==> config.mk <==
export PLATFORM = sky130hd
export DESIGN_NAME = rca_bist
export DESIGN_NICKNAME = d
export VERILOG_FILES = /design/src/rtl/rca_bist.sv
export SDC_FILE = /design/constraint.sdc
export NUM_CORES = 1
export LEC_CHECK = 0
export ABC_CLOCK_PERIOD_IN_PS = 5150
export CORE_MARGIN = 5
export CORE_UTILIZATION = 50
export CTS_CLUSTER_SIZE = 40
export DETAILED_ROUTE_END_ITERATION = 8
export PLACE_DENSITY = 0.8
export SETUP_SLACK_MARGIN = 0.5
export SLEW_MARGIN = 10
export SYNTH_ARGS = -nofsm -noshare
export SYNTH_HDL_FRONTEND = slang
export SYNTH_SLANG_ARGS = --single-unit
==> constraint.sdc <==
create_clock -name clk -period 5.15 [get_ports clk]
set_input_delay 0.7725 -clock clk [delete_from_list [all_inputs] [get_ports clk]]
set_output_delay 0.7725 -clock clk [all_outputs]
set_load 0.01 [all_outputs]
==> src/rtl/rca_bist.sv <==
// rca_bist: built-in self test that drives vectors into an external ripple-carry adder and checks its sums
module rca_bist #(
  parameter int DWIDTH = 32,
  parameter int SETTLE_CYC = 2,
  parameter logic [DWIDTH-1:0] SEED = DWIDTH'(1),
  parameter logic [DWIDTH-1:0] TAPS = DWIDTH'(32'h80200003)
) (
  input  logic              clk,
  input  logic              rst_n,
  input  logic              start,
  input  logic [15:0]       num_vec,
  output logic [DWIDTH-1:0] rca_a,
  output logic [DWIDTH-1:0] rca_b,
  output logic              rca_cin,
  input  logic [DWIDTH-1:0] rca_res,
  input  logic              rca_cout,
  output logic              busy,
  output logic              done,
  output logic              pass,
  output logic [15:0]       err_cnt,
  output logic [15:0]       first_err_idx,
  output logic [15:0]       vec_cnt
);
  typedef enum logic [2:0] {IDLE, DRIVE, SETTLE, CHECK, DONE} state_t;
  localparam logic [DWIDTH-1:0] ALT = DWIDTH'({DWIDTH{2'b01}});
  state_t state, state_next;
  logic [15:0] num, scnt, vec_next, err_next;
  logic [DWIDTH-1:0] lfsr, lfsr_step;
  logic [DWIDTH:0] sum;
  logic mismatch, settled, accept;
  assign accept = start && (state == IDLE || state == DONE);
  assign busy = state == DRIVE || state == SETTLE || state == CHECK;
  assign done = state == DONE;
  // reference sum, error bookkeeping and next-state selection
  always_comb begin
    sum = {1'b0, rca_a} + {1'b0, rca_b} + {{DWIDTH{1'b0}}, rca_cin};
    mismatch = {rca_cout, rca_res} != sum;
    vec_next = vec_cnt + 16'd1;
    err_next = (mismatch && err_cnt != 16'hFFFF) ? err_cnt + 16'd1 : err_cnt;
    settled = scnt == 16'(SETTLE_CYC - 1);
    lfsr_step = {lfsr[DWIDTH-2:0], ^(lfsr & TAPS)};
    state_next = state;
    case (state)
      IDLE, DONE: state_next = accept ? (num_vec == 16'd0 ? DONE : DRIVE) : state;
      DRIVE:      state_next = SETTLE;
      SETTLE:     state_next = settled ? CHECK : SETTLE;
      CHECK:      state_next = vec_next == num ? DONE : DRIVE;
      default:    state_next = IDLE;
    endcase
  end
  // state register; reset aborts any run
  always_ff @(posedge clk) begin
    if (!rst_n) state <= IDLE;
    else state <= state_next;
  end
  // operand drive, lfsr, settle timer and result counters
  always_ff @(posedge clk) begin
    if (!rst_n) begin
      num <= '0;
      scnt <= '0;
      lfsr <= SEED;
      rca_a <= '0;
      rca_b <= '0;
      rca_cin <= 1'b0;
      pass <= 1'b0;
      err_cnt <= '0;
      first_err_idx <= '0;
      vec_cnt <= '0;
    end else begin
      if (accept) begin
        num <= num_vec;
        lfsr <= SEED;
        err_cnt <= '0;
        first_err_idx <= '0;
        vec_cnt <= '0;
        pass <= num_vec == 16'd0;
      end
      if (state == DRIVE) begin
        scnt <= '0;
        if (vec_cnt == 16'd0) begin
          rca_a <= '0;
          rca_b <= '0;
          rca_cin <= 1'b0;
        end else if (vec_cnt == 16'd1) begin
          rca_a <= '1;
          rca_b <= '0;
          rca_cin <= 1'b1;
        end else if (vec_cnt == 16'd2) begin
          rca_a <= '1;
          rca_b <= '1;
          rca_cin <= 1'b1;
        end else if (vec_cnt == 16'd3) begin
          rca_a <= ALT;
          rca_b <= ~ALT;
          rca_cin <= 1'b0;
        end else begin
          rca_a <= lfsr;
          rca_b <= ~{lfsr[DWIDTH-2:0], lfsr[DWIDTH-1]};
          rca_cin <= lfsr[0] ^ lfsr[DWIDTH-1];
          lfsr <= lfsr_step;
        end
      end
      if (state == SETTLE) scnt <= scnt + 16'd1;
      if (state == CHECK) begin
        vec_cnt <= vec_next;
        err_cnt <= err_next;
        if (mismatch && err_cnt == 16'd0) first_err_idx <= vec_cnt;
        if (vec_next == num) pass <= err_next == 16'd0;
      end
    end
  end
endmodule

==> qor.yml <==
final_max_slew_viol_count: 0
design.die.area_mm2: 0.0247
fin_skew_ns: 0.0180
ir_worst_vdd_mv: 0.384
p_total_mw: 3.48
met3_usage_pct: 4.26
design_area_mm2: 0.0133
cts_tree: "yes"
gr-usage-all-layers_pct: 29.9
reg2reg_slack_ns: 0.36
whs_path_depth: 2
cpMaxStageDelayCell: "or4_4"
antenna_found_initial: 0
timing.rr.start: "rca_cin"
core_area_mm2: 0.0212
drt_iter0_markers: 1105
top_usage_layer: "met2"
die_w_um: 157
antenna_left: 0
crit_chain: "fa_2 -> fa_2 -> xor2_1 -> a2111oi_2 -> o21ai_1 -> nor4_2 -> nand4_1 -> or4_1 -> or4_4 -> or4_4 -> or3_4 -> a31oi_1 -> and4_1 -> a31o_1"
place.gp.congestion: 0.988
holdCritPathClass: "reg2reg"
fin_cells: 1862
htreeDepth: 4
min_period_ns: 4.79
cts_root_buf: "clkbuf_16"
min_to: "num[0]"
ios: 168
antenna_cells: 0
reg2reg_depth: 14
cp-startpoint: "rca_cin"
synth_common_cells: "214 x a21oi_1, 199 x nand2_1, 181 x dfxtp_1, 153 x nor2_1, 92 x clkbuf_1"
drc: 0
ys_types: 73
finalSetupViolations: 0
synth_top_area_cell: "dfxtp_1"
cp_max_fo: 4
viasPerCell: 6.26
max_cap_violations: 0
numPortBuffers: 167
cp.buffers_inverters: 0
hp-start: "num[0]"
hold_viol_final: 0
critPathMaxStageDelay_ns: 0.56
grt-ovfl-total: 0
synthArstFlopShare_pct: 0
power.density_mw_per_mm2: 261
pre_cts_slack_ns: 0.104
cp.arrival_ns: 5.18
cts.path.max_buffers: 2
slew_headroom_pct: 23.9
row_count: 53
cts_hold_buf: 0
fillers: 1914
multiInputGateArea_mm2: 0.00681
cts_buffers: 17
fmax_mhz: 209
seq_area_frac_synth_pct: 33.4
synth_top_area_share_pct: 33.4
finalWorstSetupSlack_ns: 0.355
grt_pass1_vias: 10500
period_share_pct: 93.1
syn_area_per_cell_um2: 7.39
placed_area_mm2: 0.0126
clock_latency_ns: 0.44
fin_util_pct: 62.7
whs_ns: 0.475
drive_gt1_share_pct: 6.11
grt_pass1_wl_mm: 59.0
clkSlewWorstSetupHoldPaths_ns: 0.08
cts_sinks: 181
crit_family: "simple AND/OR/NAND/NOR gates"
dpl.hpwl_mm: 28.6
num-nets-final: 1667
ys_ff_latch: 181
start_kind: "flop"
synth_edf_count: 0
worst_pin_slew_ns: 1.14
final-seq-area_mm2: 0.00362
synth_area_mm2: 0.0108
dp.cells: 1827
initial_core_util_pct: 51.1
ys.flop_type: "dfxtp_1"
die_h_um: 157
endpoint_kind: "flop"
p_leak_nw: 4.66
yosysWarnings: 0
grt_use_met1_pct: 42.0
met2_usage_pct: 48.6
status: "finished clean"
yosysMostFrequentCell: "a21oi_1"
tns_ns: 0
r2r_end: "pass"
rsz0062_at_grt: "yes"
wl_per_cell_um: 20.6
area_growth_pct: 22.7
grt_start_max_net_pins: 108
synthTopCellsByArea: "dfxtp_1 33%, a21oi_1 9.9%, nand2_1 6.9%"
wl_mm: 38.3
synth_nets: 1560
cp.depth: 14
crit_required_ns: 5.54
synthesis.instances: 1467
vias: 11700
drt_pass1_iterations: 6
crit_type: "reg2reg"
## layout make-up
class | instances | area share [%]
multi-input cells | 1159 | 51.1
flip-flops and latches | 181 | 27.2
repair buffers | 194 | 14.1
clock buffers | 18 | 3.30
well taps | 275 | 2.59
clock inverters | 14 | 0.997
inverters | 21 | 0.611
## power breakdown
group	leakage, nW	internal, mW	switching, mW
logic	2.92	0.226	0.488
registers	1.46	1.44	0.0481
clock network	0.281	0.655	0.617
total	4.66	2.32	1.15
## how the worst max path moves through the flow
stage	to	slack [ns]
floorplan	pass	0.63
global placement	pass	0.23
detailed placement	pass	0.10
CTS	pass	0.38
global route	pass	0.20
finish	pass	0.36
## cell families after synthesis
logic type / after synthesis / synth area share, %
mux: 8 / 0.773
fa+ha+maj: 41 / 4.87
simple gates: 566 / 24.2
xor+xnor: 76 / 6.28
buf+inv: 127 / 4.56
flops: 181 / 33.4
compound gates: 468 / 25.9
## cell usage in the layout, fill, tap and decap left out, drive strengths merged, types with 5 or more instances in the layout
cell and count:
a2111oi 6, a211o 5, a211oi 10, a21boi 11, a21o 7, a21oi 214, a22oi 24, a311oi 10
a31oi 18, and2 8, and3 27, and4 5, buf 26, clkbuf 19, clkdlybuf4s50 167, dfxtp 181
ha 39, inv 30, mux2i 5, nand2 199, nand3 60, nand4 28, nor2 153, nor3 21
nor3b 6, nor4 21, o211ai 29, o21a 14, o21ai 87, or2 8, or3 9, or4 6
xnor2 54, xor2 22
## state kept, by name, summed over array words and instances, names as in the netlist
register	cells
scnt	16
rca_b	32
err_cnt	16
num	16
lfsr	32
rca_cin	1
first_err_idx	16
vec_cnt	16
state	3
pass	1
rca_a	32
## timing repair
item / CTS / global route
setup buffers: 1 / 0
pin swaps: 6 / 10
endpoints found under the setup margin: 29 / 31
gates cloned: 0 / 2
gates resized for setup: 9 / 14
## worst min-delay path: cells and delay by family, from the launching register on
| family | cells | cell delay [ns] |
|---|---|---|
| flops | 1 | 0.32 |
| simple gates | 1 | 0.06 |
| compound gates | 1 | 0.05 |
## routing by layer
layer	share of wire, %	vias up	wire (µm)
li1	-	5494	-
met1	44	5529	16700
met2	46	557	17700
met3	7.3	77	2810
met4	2.8	0	1060
met5	0	-	0
Power figures use the tool's default switching activity.
